## config.mk

```make
export PLATFORM = sky130hd
export DESIGN_NAME = mem_port_arbiter
export DESIGN_NICKNAME = d
export VERILOG_FILES = /design/src/rtl/mem_arb_pkg.sv /design/src/rtl/mem_port_arbiter_moc_watchdog.sv /design/src/rtl/mem_port_arbiter.sv
export SDC_FILE = /design/constraint.sdc
export NUM_CORES = 1
export LEC_CHECK = 0
export BUFFER_PORTS_ARGS = -buffer_cell sky130_fd_sc_hd__buf_2
export CORE_MARGIN = 2
export CORE_UTILIZATION = 41
export DETAILED_ROUTE_END_ITERATION = 7
export PLACE_DENSITY = 0.87
export SETUP_SLACK_MARGIN = 0.4
export SYNTH_ARGS = -nofsm -noshare
export SYNTH_HDL_FRONTEND = slang
export SYNTH_SLANG_ARGS = --single-unit
```

## constraint.sdc

```tcl
create_clock -name clk -period 1.6 [get_ports clk]
set_clock_uncertainty 0.2 [all_clocks]
set_input_delay 0.32 -clock clk [delete_from_list [all_inputs] [get_ports clk]]
set_output_delay 0.32 -clock clk [all_outputs]
set_load 0.01 [all_outputs]
```

## src/rtl/mem_arb_pkg.sv

```systemverilog
// Shared encodings for the memory-port arbiter: FSM states, requester ids,
// access sizes and bus direction.
package mem_arb_pkg;

   typedef enum logic [1:0] {
      IDLE   = 2'b00,
      ACCESS = 2'b01,
      DONE   = 2'b10
   } arb_state_t;

   typedef enum logic {
      SRC_FETCH = 1'b0,
      SRC_DATA  = 1'b1
   } src_t;

   localparam logic [1:0] SZ_BYTE = 2'b00;
   localparam logic [1:0] SZ_HALF = 2'b01;
   localparam logic [1:0] SZ_WORD = 2'b10;

   localparam logic RW_READ  = 1'b1;
   localparam logic RW_WRITE = 1'b0;

endpackage

```

## src/rtl/mem_port_arbiter_moc_watchdog.sv

```systemverilog
// Counts cycles spent waiting for MOC; expired fires on the last permitted
// cycle so the arbiter can abort in that same cycle.
module moc_watchdog #(
   parameter int TIMEOUT = 16
) (
   input  logic clk,
   input  logic clr,
   input  logic en,
   input  logic clear,
   output logic expired
);

   localparam int            CW   = $clog2(TIMEOUT);
   localparam logic [CW-1:0] LAST = CW'(TIMEOUT - 1);

   logic [CW-1:0] cnt;

   always_ff @(posedge clk or negedge clr) begin
      if (!clr) begin
         cnt <= '0;
      end else if (clear) begin
         cnt <= '0;
      end else if (en) begin
         cnt <= cnt + 1'b1;
      end
   end

   assign expired = en && (cnt == LAST);

endmodule

```

## src/rtl/mem_port_arbiter.sv

```systemverilog
// Round-robin arbiter sequencing the single RAM port (MOV/RW/MOC) for the
// instruction-fetch and load/store requesters.
module mem_port_arbiter
   import mem_arb_pkg::*;
#(
   parameter int ADDR_W  = 32,
   parameter int DATA_W  = 32,
   parameter int TIMEOUT = 16
) (
   input  logic              clk,
   input  logic              clr,
   input  logic              if_req,
   input  logic [ADDR_W-1:0] if_addr,
   output logic              if_ack,
   input  logic              d_req,
   input  logic              d_rw,
   input  logic [1:0]        d_size,
   input  logic [ADDR_W-1:0] d_addr,
   input  logic [DATA_W-1:0] d_wdata,
   output logic              d_ack,
   output logic [DATA_W-1:0] rdata,
   output logic              MOV,
   output logic              RW,
   output logic [ADDR_W-1:0] mem_addr,
   output logic [DATA_W-1:0] mem_wdata,
   output logic [1:0]        mem_size,
   input  logic              MOC,
   input  logic [DATA_W-1:0] mem_rdata,
   output logic              err,
   output logic              busy
);

   arb_state_t state, state_nxt;
   src_t       last_grant, winner;
   logic       expired;
   logic       grant_now;

   moc_watchdog #(.TIMEOUT(TIMEOUT)) u_watchdog (
      .clk     (clk),
      .clr     (clr),
      .en      (state == ACCESS),
      .clear   (state == DONE),
      .expired (expired)
   );

   always_comb begin
      state_nxt = state;
      winner    = SRC_FETCH;
      grant_now = 1'b0;
      case (state)
         IDLE: begin
            if (if_req && d_req) begin
               winner = (last_grant == SRC_DATA) ? SRC_FETCH : SRC_DATA;
            end else if (d_req) begin
               winner = SRC_DATA;
            end
            if (if_req || d_req) begin
               grant_now = 1'b1;
               state_nxt = ACCESS;
            end
         end
         ACCESS: begin
            if (MOC || expired) begin
               state_nxt = DONE;
            end
         end
         DONE:    state_nxt = IDLE;
         default: state_nxt = IDLE;
      endcase
   end

   // last_grant doubles as the owner of the in-flight access, so the ack
   // in DONE is steered by it.
   always_ff @(posedge clk or negedge clr) begin
      if (!clr) begin
         state      <= IDLE;
         last_grant <= SRC_DATA;
         RW         <= RW_READ;
         mem_addr   <= '0;
         mem_wdata  <= '0;
         mem_size   <= SZ_BYTE;
         rdata      <= '0;
         err        <= 1'b0;
      end else begin
         state <= state_nxt;
         if (grant_now) begin
            last_grant <= winner;
            if (winner == SRC_FETCH) begin
               mem_addr  <= if_addr;
               mem_wdata <= '0;
               mem_size  <= SZ_WORD;
               RW        <= RW_READ;
            end else begin
               mem_addr  <= d_addr;
               mem_wdata <= d_wdata;
               mem_size  <= d_size;
               RW        <= d_rw;
            end
         end
         // MOC takes priority over a watchdog expiry in the same cycle.
         if (state == ACCESS) begin
            if (MOC) begin
               err <= 1'b0;
               if (RW == RW_READ) begin
                  rdata <= mem_rdata;
               end
            end else if (expired) begin
               err   <= 1'b1;
               rdata <= '0;
            end
         end
      end
   end

   assign MOV    = (state == ACCESS);
   assign busy   = (state != IDLE);
   assign if_ack = (state == DONE) && (last_grant == SRC_FETCH);
   assign d_ack  = (state == DONE) && (last_grant == SRC_DATA);

endmodule

```

==> results of run 1 <==
[how the worst max path moves through the flow]
| stage | cells after the start | end | slack (ns) |
|---|---|---|---|
| final | 10 | mem_addr[1] | -0.33 |
| after global routing | 10 | mem_addr[1] | -0.41 |
| after CTS | 5 | if_ack | -0.23 |
| after global placement | 4 | rdata[4] | -0.23 |
| after detailed placement | 4 | rdata[3] | -0.30 |
| after floorplan | 5 | rdata[1] | 0.05 |
[worst max-delay path: stages (launching register included)]
cell	delay, ns
dfrtp_1	0.40
inv_2	0.10
ha_4	0.17
buf_6	0.11
buf_12	0.09
o21a_4	0.18
buf_12	0.13
buf_12	0.09
buf_16	0.14
nor2_2	0.04
a31oi_1	0.18
[power by group]
part	internal [mW]	switching [mW]	total, mW
sequential	3.94	0.825	4.76
clock	1.06	1.03	2.09
combinational	6.47	5.23	11.7
total	11.5	7.09	18.5
[routing by layer]
| metal | GRT usage [%] | up-vias | routed length (um) |
|---|---|---|---|
| met1 | 35.1 | 2660 | 7920 |
| met2 | 48.7 | 384 | 10900 |
| met4 | 11.4 | 0 | 623 |
| li1 | - | 2315 | - |
| met3 | 6.09 | 62 | 1490 |
| met5 | 0 | - | 0 |
[metrics by stage]
stage	std cells	hold WS (ns)	setup TNS, ns	power [mW]	setup slack (ns)
floorplan	388	-0.176	0	8.29	0.0541
global placement	757	0.226	-12.42	10.2	-0.227
detailed placement	757	0.236	-17.45	10.5	-0.301
CTS	871	-0.132	-12.85	16.0	-0.225
global route	927	-0.113	-23.44	19.2	-0.408
finish	927	-0.176	-19.02	18.5	-0.330
[synth_stat cells, drive strengths merged (2+ instances only)]
library cell,number,area (um^2)
a22o,65,579
o21ai,37,200
a21oi,5,25.0
dfrtp,105,2630
dfstp,2,52.6
nor2,34,135
a21o,2,15.0
ha,4,50.1
buf,32,244
a31oi,33,206
nand2b,2,12.5
o22ai,2,12.5
clkbuf,9,46.3
and2,3,20.0
o32a,2,20.0
mux2i,2,20.0
o2111ai,32,280
nand2,2,10.0
inv,7,26.3
[repair_timing]
item / 4_1_cts / 5_1_grt
hold endpoints to repair: 114 / 106
buffers inserted: 72 / 49
setup endpoints to repair: 211 / 211
gates cloned: 18 / 6
gates resized for setup: 121 / 62
hold buffers: 9 / 1
pin swaps: 36 / 17
[flip-flops by register name (all words and copies together) (netlist names)]
signal / cells
RW: 1
err: 1
last_grant: 1
mem_addr: 32
mem_size: 2
mem_wdata: 32
rdata: 32
state: 2
u_watchdog.cnt: 4
[cell type report]
class                           count  area [um^2]
Fill cell                         580         2250
Sequential cell                   107         2680
Timing Repair Buffer              416         3370
Tap cell                          140          175
Clock inverter                      5         37.5
Clock buffer                       10          229
Multi-Input combinational cell    242         2160
Inverter                            7         28.8
[kinds of logic after synthesis]
| kind of cell | synth area share (%) |
|---|---|
| muxes | 0.430 |
| AOI/OAI and AO/OA | 29.3 |
| and+or+nand+nor | 4.84 |
| DFF | 57.6 |
| adders and majority gates | 1.08 |
| buffers and inverters | 6.80 |
[cells in the final DEF, fill, tap and decap left out, types with 3 or more instances in the layout]
| master | n |
|---|---|
| buf_2 | 214 |
| dfrtp_1 | 105 |
| buf_4 | 103 |
| a22o_1 | 57 |
| buf_6 | 50 |
| o2111ai_1 | 32 |
| a31oi_1 | 27 |
| buf_12 | 21 |
| o21ai_1 | 17 |
| clkbuf_16 | 16 |
| nor2_4 | 14 |
| o21ai_0 | 13 |
| nor2_2 | 12 |
| dlygate4sd3_1 | 10 |
| nor2_1 | 9 |
| o21ai_4 | 9 |
| buf_16 | 8 |
| a22o_2 | 5 |
| inv_1 | 4 |
| a31oi_4 | 4 |
| and3_4 | 4 |
| o21ai_2 | 3 |
| a21oi_2 | 3 |
| a22o_4 | 3 |
| ha_4 | 3 |
| buf_8 | 3 |
==> metrics.yaml, run 1 <==
floorplan:
  io_pins: 240
  die_x_um: 111
  die_y_um: 111
  dieArea_mm2: 0.0122
  num_rows: 38
  initial_core_util_pct: 42.6
  core_area_mm2: 0.0109
cts:
  tritoncts: "yes"
  cts_root_buf: "clkbuf_16"
  clock_sinks: 107
  path_clk_slew_ns: 0.08
  clock_path_buffers: 2
  htreeDepth: 3
  cts_buffers: 9
  clk_latency_ns: 0.34
logic_synthesis:
  synth.distinct_cells: 38
  synth_area_mm2: 0.00465
  syn_area_per_cell_um2: 12.0
  synth_nets: 528
  yosysWarnings: 0
  ys.flop_type: "dfrtp_1"
  yosysSeqAreaShare_pct: 57.6
  synth_seq_cells: 107
  syn-instance-count: 388
  async_flop_share_pct: 100
  synth_edf_count: 0
route:
  via_count: 5421
  drtIter0Drc: 621
  vias_per_cell: 5.85
  wl_per_cell_um: 22.6
  drcViolationCount: 0
  wirelength_um: 20900
  ant_nets: 0
  dr.pass1.iters: 6
worst_setup_path:
  cp-end-kind: "flop"
  worstReg2RegStart: "state[0]"
  start_kind: "flop"
  r2r_setup_slack_ns: -0.33
  critPathMaxFanout: 7
  regToRegEndpoint: "mem_addr[1]"
  worstSetupPathType: "reg2reg"
  arrival_ns: 1.98
  setup.worst_path.start: "state[0]"
  rr_worst_depth: 10
  crit_required_ns: 1.65
sta:
  fin_ws_ns: -0.330
  min_period_over_period_pct: 121
  slew_headroom_pct: 61.9
  hold_ws_ns: -0.176
  worst_pin_slew_ns: 0.571
  timing.fmax_mhz: 518
  rsz0062_at_grt: "yes"
  min_period_ns: 1.93
  hold_violations: 105
  final_max_slew_viol_count: 0
  setup_viol: 110
cells_and_area:
  drive_above_1_share_pct: 63.8
  syn_to_final_growth_pct: 86.6
  diodes: 0
  final_util_pct: 79.4
  fin_nets: 923
  design_area_mm2: 0.00868
placed_design:
  io_buffers: 239
  dp_hpwl_um: 9680
  dpl_cell_area_mm2: 0.00608
  place.gp.congestion: 0.861
global_routing:
  antenna_found_initial: 0
  grt_pass1_wl_um: 28100
  grt_start_max_net_pins: 108
  grt_use_total_pct: 28.5
  grt_pass1_vias: 5272
  overflow: 0
status:
  outcome: "finished with violations"
  violations: "negative hold slack, negative setup slack"
hold_path:
  hold_class: "in2async"
pwr:
  leakagePower_nw: 4.23
  powerDensity_mw_per_mm2: 2140
  ir_worst_vdd_v: 0.00115
run:
  maxCapViolations: 0
Note: power is estimated with default switching activity, not from simulation.
==> run 2: changes to the inputs <==
Settings changed: SETUP_SLACK_MARGIN 0.4 to unset, TNS_END_PERCENT set to 10.
==> run 2 against run 1 <==
The flow still finishes with violations (negative hold slack, negative setup slack). Via count decreased by 14%. Critical path depth decreased by 1. Register-to-register slack improved by 0.08 ns. Core utilization decreased by 13 points. Cell count decreased by 9.7%. Clock power increased by 7%. Sequential power decreased by 2%. Sequential cell count unchanged. Critical endpoint unchanged. Largest cell class is now sequential cells.
==> metrics.yaml, run 2 (synthesized netlist as in run 1, its figures left out) <==
status:
  outcome: "finished with violations"
  violations: "negative hold slack, negative setup slack"
cts:
  clock_path_buffers: 2
  htreeDepth: 3
  clk_latency_ns: 0.34
  path_clk_slew_ns: 0.09
  cts_root_buf: "clkbuf_16"
  clock_sinks: 107
  tritoncts: "yes"
  cts_buffers: 9
global_routing:
  grt_pass1_vias: 4719
  antenna_found_initial: 0
  overflow: 0
  grt_pass1_wl_um: 23900
  grt_start_max_net_pins: 41
  grt_use_total_pct: 23.8
route:
  vias_per_cell: 5.59
  drcViolationCount: 0
  wirelength_um: 15500
  wl_per_cell_um: 18.6
  drtIter0Drc: 562
  ant_nets: 0
  dr.pass1.iters: 6
  via_count: 4677
placed_design:
  dpl_cell_area_mm2: 0.00618
  io_buffers: 239
  dp_cells: 768
  dp_hpwl_um: 9690
  place.gp.congestion: 0.898
sta:
  hold_violations: 1
  hold_ws_ns: -0.00235
  rsz0062_at_grt: "yes"
  finalSetupTns_ns: -12.53
  slew_headroom_pct: 69.0
  timing.fmax_mhz: 540
  min_period_over_period_pct: 116
  fin_ws_ns: -0.251
  min_period_ns: 1.85
  final_max_slew_viol_count: 0
  setup_viol: 101
  worst_pin_slew_ns: 0.463
floorplan:
  dieArea_mm2: 0.0122
  die_x_um: 111
  initial_core_util_pct: 42.6
  num_rows: 38
  io_pins: 240
  die_y_um: 111
  core_area_mm2: 0.0109
pwr:
  powerDensity_mw_per_mm2: 1930
  p_sw_mw: 5.44
  seqPwrFrac_pct: 33.3
  clkPwrFrac_pct: 15.9
  combPwrFrac_pct: 50.8
  swShare_pct: 38.7
  leakagePower_nw: 3.57
  internal_power_mw: 8.61
  ir_worst_vdd_v: 0.00129
worst_setup_path:
  critPathMaxFanout: 6
  rr_worst_depth: 9
  worstSetupPathType: "reg2reg"
  start_kind: "flop"
  crit_required_ns: 1.65
  cp-end-kind: "flop"
  arrival_ns: 1.90
hold_path:
  min_path_cells: 2
  hold_class: "in2reg"
cells_and_area:
  largestRegisters: "mem_addr x32, mem_wdata x32, rdata x32"
  final_cell_mix: "buf_2 (235), dfrtp_1 (105), a22o_1 (57), dlygate4sd3_1 (36), o2111ai_1 (32)"
  final_common_cell: "buf_2"
  design_area_mm2: 0.00727
  fin_nets: 832
  stdcell_count: 837
  drive_above_1_share_pct: 50.9
  syn_to_final_growth_pct: 56.2
  diodes: 0
run:
  maxCapViolations: 0
## run 2: repair_timing
action                                  CTS  global route
hold buffers                             35             1
buffers inserted                          7             2
resized for setup                        24            29
cloned                                    2             6
endpoints found under the setup margin  105           106
pin swaps                                38            24
endpoints found under the hold margin    58             1
## run 2: layout make-up
| class | instances | area (um^2) |
|---|---|---|
| multi-input cells | 235 | 1800 |
| flip-flops and latches | 107 | 2680 |
| repair buffers | 332 | 2280 |
| clock inverters | 6 | 67.6 |
| well taps | 140 | 175 |
| clock buffers | 10 | 239 |
| fillers | 794 | 3670 |
| inverters | 7 | 26.3 |
## run 2: power groups by stage
stage / combinational [mW] / clock (mW) / sequential (mW)
global route: 7.68 / 2.39 / 4.80
finish: 7.14 / 2.23 / 4.68
floorplan: 2.90 / 0 / 5.12
detailed placement: 5.97 / 0 / 4.60
CTS: 6.49 / 2.25 / 4.58
global placement: 5.73 / 0 / 4.57
## run 2: per-layer routing
metal	part of all wire, %	wire length [um]	track usage (%)	up-vias
met1	40	6190	30.1	2254
met3	8.3	1300	5.76	25
li1	-	-	-	2115
met2	50	7800	40.9	283
met5	0	0	0	-
met4	1.6	255	6.67	0
## run 2: worst max-delay path, cell delays in order, from the launching register on
cell and delay, ns:
dfrtp_1 0.39, inv_2 0.10, buf_12 0.10, ha_4 0.13
buf_6 0.11, buf_6 0.11, o21a_4 0.22, buf_12 0.16
nor2_4 0.03, a31oi_1 0.20
## run 2: worst paths after layout
kind                            endpoint  slack, ns     startpoint
max in group asynchronous  mem_wdata[17]       0.36            clr
setup reg to reg             mem_addr[1]      -0.25       state[0]
hold / removal                 rdata[10]     -0.002  mem_rdata[10]
setup / recovery             mem_addr[1]      -0.25       state[0]
hold reg to reg                rdata[11]       0.30      rdata[11]
min in group asynchronous      rdata[26]       0.26            clr
## run 2: through the flow
stage          hold slack (ns)  utilization, %  setup slack [ns]  total power [mW]
6_report              -0.00235            66.5            -0.251              14.1
2_1_floorplan           -0.176               -           -0.0210              8.02
3_3_place_gp            0.0861            56.5            -0.274              10.3
4_1_cts               0.000103            64.3            -0.234              13.3
5_1_grt                0.00162            66.5            -0.314              14.9
3_5_place_dp            0.0866            56.5            -0.354              10.6
==> run 3: changes to the inputs <==
Settings changed: BUFFER_PORTS_ARGS -buffer_cell sky130_fd_sc_hd__buf_2 to -buffer_cell sky130_fd_sc_hd__buf_4.
==> run 3 against run 2 <==
The run ends with negative setup slack left. Cell count is 2.5% lower. Total power is 4.3% higher. Worst setup slack better by 0.023 ns. Largest power group unchanged.
==> metrics.yaml, run 3 (synthesized netlist as in run 1, its figures left out) <==
worst_setup_path:
  cp_cell_sequence: "inv_2 > buf_6 > ha_4 > nor2b_4 > buf_6"
  crit_top_cell: "buf_6"
  cp_top_family: "flip-flops"
  critPathMaxFanout: 3
  cp_num_buf_inv: 3
  start_kind: "flop"
  arrival_ns: 1.31
  cp-end-kind: "output port"
  worstSetupPathType: "reg2out"
  crit_path_max_incr_delay_ns: 0.40
  slowest_stage: "dfrtp_1"
  crit_required_ns: 1.08
placed_design:
  io_buffers: 239
  place.gp.congestion: 0.909
  dp_hpwl_um: 10100
  dp_cells: 765
cells_and_area:
  drive_above_1_share_pct: 51.3
  syn_to_final_growth_pct: 64.5
  stdcell_count: 816
  fillCellCount: 750
  diodes: 0
  final_common_cell: "buf_4"
  largestRegisters: "mem_addr x32, mem_wdata x32, rdata x32"
  fin_nets: 811
  final_cell_mix: "buf_4 (260), dfrtp_1 (105), a22o_1 (57), o2111ai_1 (32), a31oi_1 (32)"
status:
  violations: "negative setup slack"
  outcome: "finished with violations"
sta:
  hold_violations: 0
  hold_ws_ns: 0.00897
  final_max_slew_viol_count: 0
  worst_pin_slew_ns: 0.473
  fin_ws_ns: -0.229
  timing.fmax_mhz: 547
  slew_headroom_pct: 68.4
  rsz0062_at_grt: "yes"
  min_period_ns: 1.83
  min_period_over_period_pct: 114
  finalSetupTns_ns: -12.86
  setup_viol: 105
pwr:
  ir_worst_vdd_v: 0.000935
  powerDensity_mw_per_mm2: 1910
  power.total_mw: 14.7
  leakagePower_nw: 3.64
global_routing:
  grt_use_total_pct: 23.5
  antenna_found_initial: 0
  grt_pass1_vias: 4680
  grt_start_max_net_pins: 58
  grt_pass1_wl_um: 23700
  overflow: 0
floorplan:
  die_y_um: 111
  num_rows: 38
  initial_core_util_pct: 42.6
  dieArea_mm2: 0.0122
  io_pins: 240
  core_area_mm2: 0.0109
  die_x_um: 111
cts:
  clk_latency_ns: 0.33
  cts_buffers: 9
  cts_root_buf: "clkbuf_16"
  tritoncts: "yes"
  clock_path_buffers: 2
  clock_sinks: 107
  path_clk_slew_ns: 0.08
  htreeDepth: 3
route:
  ant_nets: 0
  via_count: 4684
  drtIter0Drc: 436
  dr.pass1.iters: 5
  wl_per_cell_um: 18.9
  vias_per_cell: 5.74
  wirelength_um: 15400
  drcViolationCount: 0
run:
  maxCapViolations: 0
hold_path:
  hold_class: "in2reg"
[run 3: path summary, 6_finish.rpt]
| path | startpoint | end | slack (ns) | cells past startpoint |
|---|---|---|---|---|
| max | state[0] | if_ack | -0.23 | 5 |
| min | d_wdata[18] | mem_wdata[18] | 0.009 | 2 |
| max reg2reg | state[1] | rdata[8] | -0.19 | 7 |
| min reg2reg | rdata[31] | rdata[31] | 0.31 | 1 |
| max in group asynchronous | clr | last_grant | 0.58 | 3 |
| min in group asynchronous | clr | rdata[26] | 0.32 | 3 |
[run 3: stage by stage]
stage                     area (um^2)  worst slack, ns  utilization [%]
after floorplan                  4660          -0.0210                -
after global routing             7650           -0.285             70.0
after global placement           6750           -0.277             61.8
after detailed placement         6750           -0.343             61.8
final                            7650           -0.229             70.0
after CTS                        7410           -0.208             67.8
[run 3: report_power, final]
group          total, mW  internal (mW)  switching [mW]
logic               7.78           4.19            3.59
clock network       2.13           1.09            1.04
registers           4.74           3.93           0.809
total               14.7           9.22            5.44
[run 3: timing repair]
| action | 4_1_cts | 5_1_grt |
|---|---|---|
| hold endpoints to repair | 124 | 0 |
| cloned | 1 | 5 |
| buffers inserted | 4 | 5 |
| hold buffers | 20 | 0 |
| endpoints found under the setup margin | 104 | 108 |
| pin swaps | 39 | 45 |
| resized for setup | 28 | 26 |
[run 3: layout make-up]
cell class | instances | area (um^2) | area share, %
multi-input cells | 235 | 1830 | 24.0
clock buffers | 10 | 229 | 2.99
clock inverters | 6 | 55.1 | 0.719
repair buffers | 311 | 2660 | 34.7
inverters | 7 | 26.3 | 0.343
well taps | 140 | 175 | 2.29
flip-flops and latches | 107 | 2680 | 35.0
[run 3: metal layers]
metal,up-vias,GRT usage (%),routed length (um)
met4,0,8.83,478
met5,-,0,0
li1,2071,-,-
met3,45,5.05,1320
met2,310,41.1,7770
met1,2258,28.3,5850
